### src/rtl/sim_uart_lite.sv
// Simulation-only UartLite-compatible console: CPU writes drain to the console one
// byte per pulse, console input is polled into an RX FIFO, status/irq via a register port.
module sim_uart_lite #(
    parameter int unsigned TX_DEPTH      = 16,
    parameter int unsigned RX_DEPTH      = 16,
    parameter int unsigned TX_GAP        = 0,
    parameter int unsigned POLL_INTERVAL = 64
) (
    input  logic        clock,
    input  logic        reset,
    input  logic        req_valid,
    output logic        req_ready,
    input  logic [3:0]  req_addr,
    input  logic        req_wen,
    input  logic [31:0] req_wdata,
    output logic        resp_valid,
    input  logic        resp_ready,
    output logic [31:0] resp_rdata,
    output logic        uart_out_valid,
    output logic [7:0]  uart_out_ch,
    output logic        uart_in_valid,
    input  logic [7:0]  uart_in_ch,
    output logic        irq
);
    localparam int unsigned TX_AW  = $clog2(TX_DEPTH);
    localparam int unsigned TX_PW  = TX_AW + 1;
    localparam int unsigned RX_AW  = $clog2(RX_DEPTH);
    localparam int unsigned RX_PW  = RX_AW + 1;
    localparam int unsigned RX_CW  = RX_PW + 1;
    localparam int unsigned GAP_W  = (TX_GAP < 1) ? 1 : $clog2(TX_GAP + 1);
    localparam int unsigned POLL_W = (POLL_INTERVAL < 2) ? 1 : $clog2(POLL_INTERVAL);

    localparam logic [3:0]        ADDR_RX     = 4'h0;
    localparam logic [3:0]        ADDR_TX     = 4'h4;
    localparam logic [3:0]        ADDR_STAT   = 4'h8;
    localparam logic [3:0]        ADDR_CTRL   = 4'hC;
    localparam logic [GAP_W-1:0]  GAP_RELOAD  = GAP_W'(TX_GAP);
    localparam logic [POLL_W-1:0] POLL_RELOAD = POLL_W'(POLL_INTERVAL - 1);

    logic [7:0]        tx_mem [TX_DEPTH];
    logic [7:0]        rx_mem [RX_DEPTH];
    logic [TX_PW-1:0]  tx_wr, tx_rd, tx_wr_n, tx_rd_n;
    logic [RX_PW-1:0]  rx_wr, rx_rd, rx_wr_n, rx_rd_n;
    logic [RX_PW-1:0]  rx_count;
    logic [RX_CW-1:0]  rx_occ;
    logic [GAP_W-1:0]  gap_cnt, gap_cnt_n;
    logic [POLL_W-1:0] poll_cnt, poll_cnt_n;
    logic              intr_en, intr_en_n;
    logic              tx_drop, tx_drop_n;

    logic        accept, wr_acc, rd_acc;
    logic        sel_rx, sel_tx, sel_stat, sel_ctrl;
    logic        tx_empty, tx_full, rx_empty, rx_full;
    logic        tx_flush, rx_flush;
    logic        tx_push_req, tx_push, tx_pop;
    logic        rx_push, rx_pop, stat_rd;
    logic        poll_hit, poll_ok;
    logic [7:0]  tx_head;
    logic [31:0] rdata_c;
    logic        unused_wdata;

    assign unused_wdata = ^req_wdata[31:8];

    // Register port handshake and address decode
    assign req_ready = !resp_valid || resp_ready;
    assign accept    = req_valid && req_ready;
    assign wr_acc    = accept && req_wen;
    assign rd_acc    = accept && !req_wen;
    assign sel_rx    = (req_addr == ADDR_RX);
    assign sel_tx    = (req_addr == ADDR_TX);
    assign sel_stat  = (req_addr == ADDR_STAT);
    assign sel_ctrl  = (req_addr == ADDR_CTRL);

    assign tx_empty = (tx_wr == tx_rd);
    assign tx_full  = (tx_wr[TX_AW] != tx_rd[TX_AW]) && (tx_wr[TX_AW-1:0] == tx_rd[TX_AW-1:0]);
    assign rx_empty = (rx_wr == rx_rd);
    assign rx_full  = (rx_wr[RX_AW] != rx_rd[RX_AW]) && (rx_wr[RX_AW-1:0] == rx_rd[RX_AW-1:0]);
    assign rx_count = rx_wr - rx_rd;

    // Event decode; a flush overrides any push/pop on the same FIFO
    always_comb begin
        tx_flush    = wr_acc && sel_ctrl && req_wdata[0];
        rx_flush    = wr_acc && sel_ctrl && req_wdata[1];
        tx_push_req = wr_acc && sel_tx;
        tx_push     = tx_push_req && !tx_full && !tx_flush;
        // An empty FIFO forwards the incoming byte so it leaves on the next cycle
        tx_head     = tx_empty ? req_wdata[7:0] : tx_mem[tx_rd[TX_AW-1:0]];
        tx_pop      = (gap_cnt == '0) && (!tx_empty || tx_push) && !tx_flush;
        rx_push     = uart_in_valid && (uart_in_ch != 8'hFF) && !rx_full && !rx_flush;
        rx_pop      = rd_acc && sel_rx && !rx_empty && !rx_flush;
        stat_rd     = rd_acc && sel_stat;
        poll_hit    = (poll_cnt == '0);
        // Count a poll already in flight so RX can never overflow
        rx_occ      = RX_CW'(rx_count) + RX_CW'(uart_in_valid);
        poll_ok     = (rx_occ < RX_CW'(RX_DEPTH));
    end

    // Next-state values for pointers, counters and control flags
    always_comb begin
        tx_wr_n    = tx_wr + TX_PW'(tx_push);
        tx_rd_n    = tx_rd + TX_PW'(tx_pop);
        rx_wr_n    = rx_wr + RX_PW'(rx_push);
        rx_rd_n    = rx_rd + RX_PW'(rx_pop);
        gap_cnt_n  = gap_cnt;
        poll_cnt_n = poll_cnt - POLL_W'(1);
        intr_en_n  = intr_en;
        tx_drop_n  = tx_drop;
        if (tx_flush) begin
            tx_wr_n = '0;
            tx_rd_n = '0;
        end
        if (rx_flush) begin
            rx_wr_n = '0;
            rx_rd_n = '0;
        end
        if (tx_pop) begin
            gap_cnt_n = GAP_RELOAD;
        end else if (gap_cnt != '0) begin
            gap_cnt_n = gap_cnt - GAP_W'(1);
        end
        if (poll_hit) begin
            poll_cnt_n = POLL_RELOAD;
        end
        if (wr_acc && sel_ctrl) begin
            intr_en_n = req_wdata[4];
        end
        if (tx_push_req && tx_full) begin
            tx_drop_n = 1'b1;
        end else if (stat_rd) begin
            tx_drop_n = 1'b0;
        end
    end

    // Read data mux; STAT reports tx_drop before the read clears it
    always_comb begin
        rdata_c = '0;
        if (!req_wen) begin
            case (req_addr)
                ADDR_RX: begin
                    if (!rx_empty && !rx_flush) begin
                        rdata_c = {24'h0, rx_mem[rx_rd[RX_AW-1:0]]};
                    end
                end
                ADDR_STAT: rdata_c = {26'h0, tx_drop, intr_en, tx_full, tx_empty, rx_full, !rx_empty};
                default:   rdata_c = '0;
            endcase
        end
    end

    always_ff @(posedge clock) begin
        if (!reset) begin
            tx_wr          <= '0;
            tx_rd          <= '0;
            rx_wr          <= '0;
            rx_rd          <= '0;
            gap_cnt        <= '0;
            poll_cnt       <= POLL_RELOAD;
            intr_en        <= 1'b0;
            tx_drop        <= 1'b0;
            resp_valid     <= 1'b0;
            resp_rdata     <= '0;
            uart_out_valid <= 1'b0;
            uart_out_ch    <= '0;
            uart_in_valid  <= 1'b0;
            irq            <= 1'b0;
        end else begin
            tx_wr          <= tx_wr_n;
            tx_rd          <= tx_rd_n;
            rx_wr          <= rx_wr_n;
            rx_rd          <= rx_rd_n;
            gap_cnt        <= gap_cnt_n;
            poll_cnt       <= poll_cnt_n;
            intr_en        <= intr_en_n;
            tx_drop        <= tx_drop_n;
            if (accept) begin
                resp_valid <= 1'b1;
                resp_rdata <= rdata_c;
            end else if (resp_ready) begin
                resp_valid <= 1'b0;
            end
            uart_out_valid <= tx_pop;
            if (tx_pop) begin
                uart_out_ch <= tx_head;
            end
            uart_in_valid  <= poll_hit && poll_ok;
            irq            <= intr_en_n && (rx_wr_n != rx_rd_n);
        end
    end

    // FIFO storage; emptiness is tracked by the pointers alone
    always_ff @(posedge clock) begin
        if (tx_push) begin
            tx_mem[tx_wr[TX_AW-1:0]] <= req_wdata[7:0];
        end
    end

    always_ff @(posedge clock) begin
        if (rx_push) begin
            rx_mem[rx_wr[RX_AW-1:0]] <= uart_in_ch;
        end
    end

endmodule

### config.mk
export PLATFORM = sky130hd
export DESIGN_NAME = sim_uart_lite
export DESIGN_NICKNAME = d
export VERILOG_FILES = /design/src/rtl/sim_uart_lite.sv
export SDC_FILE = /design/constraint.sdc
export NUM_CORES = 1
export LEC_CHECK = 0
export BUFFER_PORTS_ARGS = -buffer_cell sky130_fd_sc_hd__buf_2
export CELL_PAD_IN_SITES_DETAIL_PLACEMENT = 0
export CELL_PAD_IN_SITES_GLOBAL_PLACEMENT = 1
export CORE_ASPECT_RATIO = 1.25
export CORE_MARGIN = 8
export CORE_UTILIZATION = 30
export CTS_BUF_LIST = sky130_fd_sc_hd__clkbuf_8
export DETAILED_ROUTE_END_ITERATION = 6
export GPL_ROUTABILITY_DRIVEN = 0
export PLACE_DENSITY = 0.62
export SLEW_MARGIN = 20
export SYNTH_ARGS = -nofsm -noshare
export SYNTH_HDL_FRONTEND = slang
export SYNTH_SLANG_ARGS = --single-unit
### constraint.sdc
create_clock -name clock -period 4.3 [get_ports clock]
set_clock_uncertainty 0.2 [all_clocks]
set_input_delay 0.43 -clock clock [delete_from_list [all_inputs] [get_ports clock]]
set_output_delay 0.43 -clock clock [all_outputs]
set_load 0.05 [all_outputs]
Word level (Yosys, flattened, before mapping)
Memory sizes are Yosys's and may differ from the RTL's. A register that Yosys moved wholly into a read port is not among the register bits.
Cells that the tools add are included.

cells by class
  add/sub/neg operators = 8
  multiply operators = 0
  divide/modulo/power cells = 0
  $lt $le $gt $ge = 1
  eq/ne operators = 11
  shifts and indexed selects = 0
  muxes and demuxes = 15
  bitwise gates (word level) = 2
  reduce and logical (&&, ||, !) cells = 42

operator list
  operator                                                               count
  32-bit case mux with 2 select lines                                    1
  32-bit two-way mux                                                     1
  1-bit logical AND                                                      24
  5-bit by 1-bit adder with 5-bit output                                 4
  5-bit == test                                                          2
  5-bit two-way mux                                                      2
  1-bit zero test                                                        9
  1-bit two-way mux                                                      9
  4-bit == test                                                          2
  4-bit == test (second input constant)                                  2
  8-bit two-way mux                                                      1
  8-bit inequality test (second input constant)                          1
  5-bit by 1-bit adder with 6-bit output                                 1
  6-bit zero test                                                        1
  6-bit by 5-bit < comparator with 1-bit output (second input constant)  1
  6-bit by 1-bit subtractor with 6-bit output (second input constant)    1
  5-bit inequality test                                                  1
  5-bit subtractor                                                       1
  4-bit by 3-bit == test with 1-bit output (second input constant)       1
  4-bit zero test                                                        1
  4-bit two-way mux                                                      1
  2-bit nonzero test                                                     2
  2-bit OR reduction                                                     2
  3-bit OR reduction                                                     1
  4 further kinds                                                        7

storage, ports and cells
  register bits after elaboration = 65
  latch bits = 0
  RAM bits = 256
  ROM bits = 0
  bits of input ports = 49
  output and inout bits = 45
  logic and storage cells = 94
  memories kept = 2

memory list
  memory  words  width  read ports  clocked after memory_dff  wr ports  line  RTL
  rx_mem  16     8      1           1                         1         41    logic [7:0] rx_mem [RX_DEPTH];
  tx_mem  16     8      1           1                         1         40    logic [7:0] tx_mem [TX_DEPTH];

Longest topological paths before layout
  depth after elaboration = 12
  mapped depth = 16
  gate-level depth less buffers = 13

Worst setup path after synthesis
No wires, ideal clock.

  path type = register to register
  start point = reg rx_rd[3]
  end point = mem rx_mem[2][0] (enable)
  setup time = 0.395 ns
  arrival time = 2.764 ns
  data required time = 3.705 ns
  setup slack = 0.941 ns
  cell stages (with the launch flop) = 11
  buffers on the path = 3
  period minus slack after synthesis = 3.359 ns
  path through = dfxtp_1 > clkbuf_1 > clkinv_1 > clkbuf_1 > ha_1 > nand4_1 > nor2_1 > nor2_1 > nand2_2 > buf_4 > nor4_1

between the ends
  cells in the longest elaborated chain, start to end = 7

ends and longest elaborated chain
  element                                  line  RTL
  from (decl)                              43    logic [RX_PW-1:0] rx_wr, rx_rd, rx_wr_n, rx_rd_n;
  from (signal assigned)                   170   rx_rd <= rx_rd_n;
  4-bit == test                            77    assign rx_full = (rx_wr[RX_AW] != rx_rd[RX_AW]) && (rx_wr[RX_AW-1:0] == rx_rd[RX_AW-1:0]);
  1-bit logical AND                        77
  1-bit zero test                          89    rx_push = uart_in_valid && (uart_in_ch != 8'hFF) && !rx_full && !rx_flush;
  1-bit logical AND (2 in series)          89
  1-bit two-way mux                        198   if (rx_push) begin
  1-bit two-way mux (implied by the code)  199   rx_mem[rx_wr[RX_AW-1:0]] <= uart_in_ch;
  to (decl)                                41

Every way passes these cells.

Final worst setup path
  start point = reg rx_wr[2]
  end point = reg irq

between the ends
  cells in the longest elaborated chain, start to end = 9
  elaborated cells between the ends (all ways) = 15
  classes of those cells = add/sub: 2; eq/ne: 3; mux: 2; reduce/logical: 8

ends and longest elaborated chain
  element                                 line  RTL
  from (decl)                             43
  from (signal assigned)                  169   rx_wr <= rx_wr_n;
  4-bit == test                           77
  1-bit logical AND                       77
  1-bit zero test                         89
  1-bit logical AND (2 in series)         89
  5-bit by 1-bit adder with 5-bit output  102   rx_wr_n = rx_wr + RX_PW'(rx_push);
  5-bit two-way mux                       112   if (rx_flush) begin
  5-bit inequality test *                 186   irq <= intr_en_n && (rx_wr_n != rx_rd_n);
  1-bit logical AND *                     186
  to (signal assigned)                    186
  to (decl)                               23    output logic irq

Mark *: on every way between the ends. The rest lies on a longest branch, timed or not.
A chain may end at the register's enable or synchronous reset.

==> results.txt <==
final wirelength - 28100 um
initial antenna violation count - 2
post-route cell area - 14500 um^2
dpl ws - 1170 ps
WL/cell - 19.6 um
clock-pin slew on the worst setup and hold paths - 60 ps
Initial Utilization - 0.303
DR vias/cell - 4.58
Final WS setup - 1160 ps
drt pass-1 iters - 4
register area share after synthesis - 0.685
vias in the first global route - 7057
CTS Buf Count - 52
Clk pwr share - 0.418
final hold violation count - 0
fin crit share - 0.730
Worst Hold Depth - 1
combinational group share of total power - 0.030
first-pass GRT wire length - 42800 um
crit path cell chain - ha_1, nand4_1, inv_1, a211oi_1, ha_1, nand3_1, xnor2_1, xnor2_1, nand4_1, o211a_1
GRT met2 Usage - 0.202
num rows - 84
Crit path largest cell delay - 780 ps
vias - 6593
GRT met3 Usage - 0.0234
Post-synth top flop - edfxtp_1
WS Path Type - reg2reg
syn_area_per_cell - 17.0 um^2
maximum vdd drop - 269 uV
status - completed
Fillers - 4102
final setup fails - 0
Final HPWL DP - 18100 um
Die Span X - 200 um
top post-synthesis cells by area - edfxtp_1 (61%), mux4_2 (8.5%), dfxtp_1 (7.8%)
Yosys top cell area share - 0.607
Sink Count - 305
Post-Syn Area - 12700 um^2
grt total ovfl - 0
Slowest cell on crit path - dfxtp_1
met1 global-route usage - 0.137
first-iteration detailed-routing DRC count - 359
multi-input logic area - 3620 um^2
crit path DAT - 3390 ps
post-CTS setup buffer count - 0
internal power - 4550 uW
H-Tree Level Count - 2
Routed Antenna Nets - 0
Hold Crit Class - in2reg
Yosys top cell by area - edfxtp_1
NetSw - 1260 uW
warning count from the yosys run - 0
gr usage total - 0.116
input/output buffers - 45
Leakage - 0.00485 uW
Nets - 902
Netlist cell types - 62
CP Max Fanout - 17
number of synthesized flops with an enable pin - 256
CTS tree - done
Placed Area - 13500 um^2
gr busiest metal - met2
hold_ws - 63.9 ps
largest net degree at the start of global routing - 35
Ports - 94
sequential share of power - 0.553
flop2flop setup slack - 1160 ps
Max Clock Freq - 319 MHz
RSZ-0062 raised after global routing - false
Crit path required time - 4560 ps
MaxCap Viol Count - 0
post-layout util - 0.347
Sw Ratio - 0.217
worst-skew pair later-pin latency - 570 ps
Clock Path Buffers - 3
register area - 8670 um^2
FF+latch count, synth - 305
Tightest Pin Transition - 1030 ps
die height - 246 um
Slew Limit Fails - 0
Mapped Cells - 745
Slew headroom - 0.310
Root Driver - clkbuf_8
R2R cell count - 10
CP startpoint kind - flop
DRC violation count after routing - 0
post-layout min period - 3140 ps
CTS Hold Bufs - 1
ys async rst share - 0
Setup TNS - 0 ps
Core ar. - 41800 um^2
area growth from synthesis to layout - 14.8%
total die area - 49100 um^2
pwr dens - 400 nW/um^2
CP endpoint kind - flop
layout cell share with drive strength beyond 1 - 0.255
post-CTS sizing - 0
## cells by family after synthesis
group	synth area share
AOI/OAI and AO/OA	0.0315
and+or+nand+nor	0.0716
other	0.000296
xor gates and xnor gates	0.0207
muxes	0.134
adders and majority gates	0.0154
buffers and inverters	0.0410
DFF	0.685
## metal layers
layer / up-vias / routed length (um)
met5: - / 57
met4: 2 / 828
met3: 62 / 1180
met2: 148 / 14400
met1: 3309 / 11600
li1: 3072 / -
## Yosys cell counts, types with 14 or more instances
master,number
nand2_1,34
dfxtp_1,49
edfxtp_1,256
inv_1,20
mux4_1,16
clkbuf_1,14
xnor2_1,20
nor2_1,51
nand3_1,37
buf_4,28
ha_1,14
mux4_2,48
## cell usage in the layout, fill, tap and decap left out, types with 3 or more instances in the layout
master / instances
nor4_2: 4
nand2b_1: 4
nor4_1: 3
edfxtp_1: 256
a31oi_1: 4
o211ai_1: 8
mux2i_1: 11
and2_1: 3
xor2_1: 8
conb_1: 25
and3_1: 5
ha_1: 14
o21ai_0: 4
nor4b_2: 5
nand4_1: 7
nor2_1: 51
nand2_1: 34
mux2_2: 8
clkinv_1: 10
a21oi_1: 13
clkinv_2: 5
mux4_1: 16
a32o_1: 8
dfxtp_1: 47
xnor2_1: 20
nand3_1: 37
buf_2: 45
clkbuf_8: 59
nor3_1: 7
buf_4: 31
a22o_1: 4
inv_1: 38
mux4_2: 48
## area by class of cell
type / count / area share
flip-flops and latches: 305 / 0.597
multi-input cells: 380 / 0.249
clock buffers: 59 / 0.0559
well taps: 559 / 0.0482
repair buffers: 77 / 0.0322
clock inverters: 34 / 0.0114
inverters: 22 / 0.00569
diodes: 2 / 0.000345
## critical path, delay by kind of cell (launching register included)
kind,cells,cell delay [ps]
buffers and inverters,1,60
AND/OR/NAND/NOR,3,350
AO/OA/AOI/OAI,2,540
flip-flops,1,780
XOR/XNOR,2,440
adder cells (fa/ha/maj),2,640
## path summary, 6_finish.rpt
kind	from	to
worst max-delay path	rx_wr[2]$_SDFF_PN0_	irq$_SDFF_PN0_
worst min-delay path	uart_in_ch[0]	rx_mem[10][0]$_DFFE_PP_
worst max register to register	rx_wr[2]$_SDFF_PN0_	irq$_SDFF_PN0_
worst min register to register	poll_cnt[0]$_SDFF_PP1_	poll_cnt[0]$_SDFF_PP1_
## flip-flops by register name, indices dropped and copies added, names as in the netlist
name	cells
uart_out_valid	1
resp_rdata	8
intr_en	1
rx_rd	5
tx_mem	128
gap_cnt	1
uart_in_valid	1
poll_cnt	6
rx_mem	128
tx_drop	1
rx_wr	5
uart_out_ch	8
tx_rd	5
irq	1
tx_wr	5
resp_valid	1
## stage by stage
| stage | power (uW) | std cells |
|---|---|---|
| 2_1_floorplan | 3390 | 769 |
| 3_3_place_gp | 3440 | 1342 |
| 3_5_place_dp | 3440 | 1342 |
| 4_1_cts | 5890 | 1436 |
| 5_1_grt | 6020 | 1438 |
| 6_report | 5810 | 1438 |
## power groups by stage
stage	logic (uW)	registers, uW	clock network [uW]
after global placement	168	3270	0
after CTS	173	3210	2500
final	171	3210	2430
after global routing	185	3210	2630
after detailed placement	172	3270	0
after floorplan	112	3280	0
No activity file was read; power rests on OpenSTA's default activity.
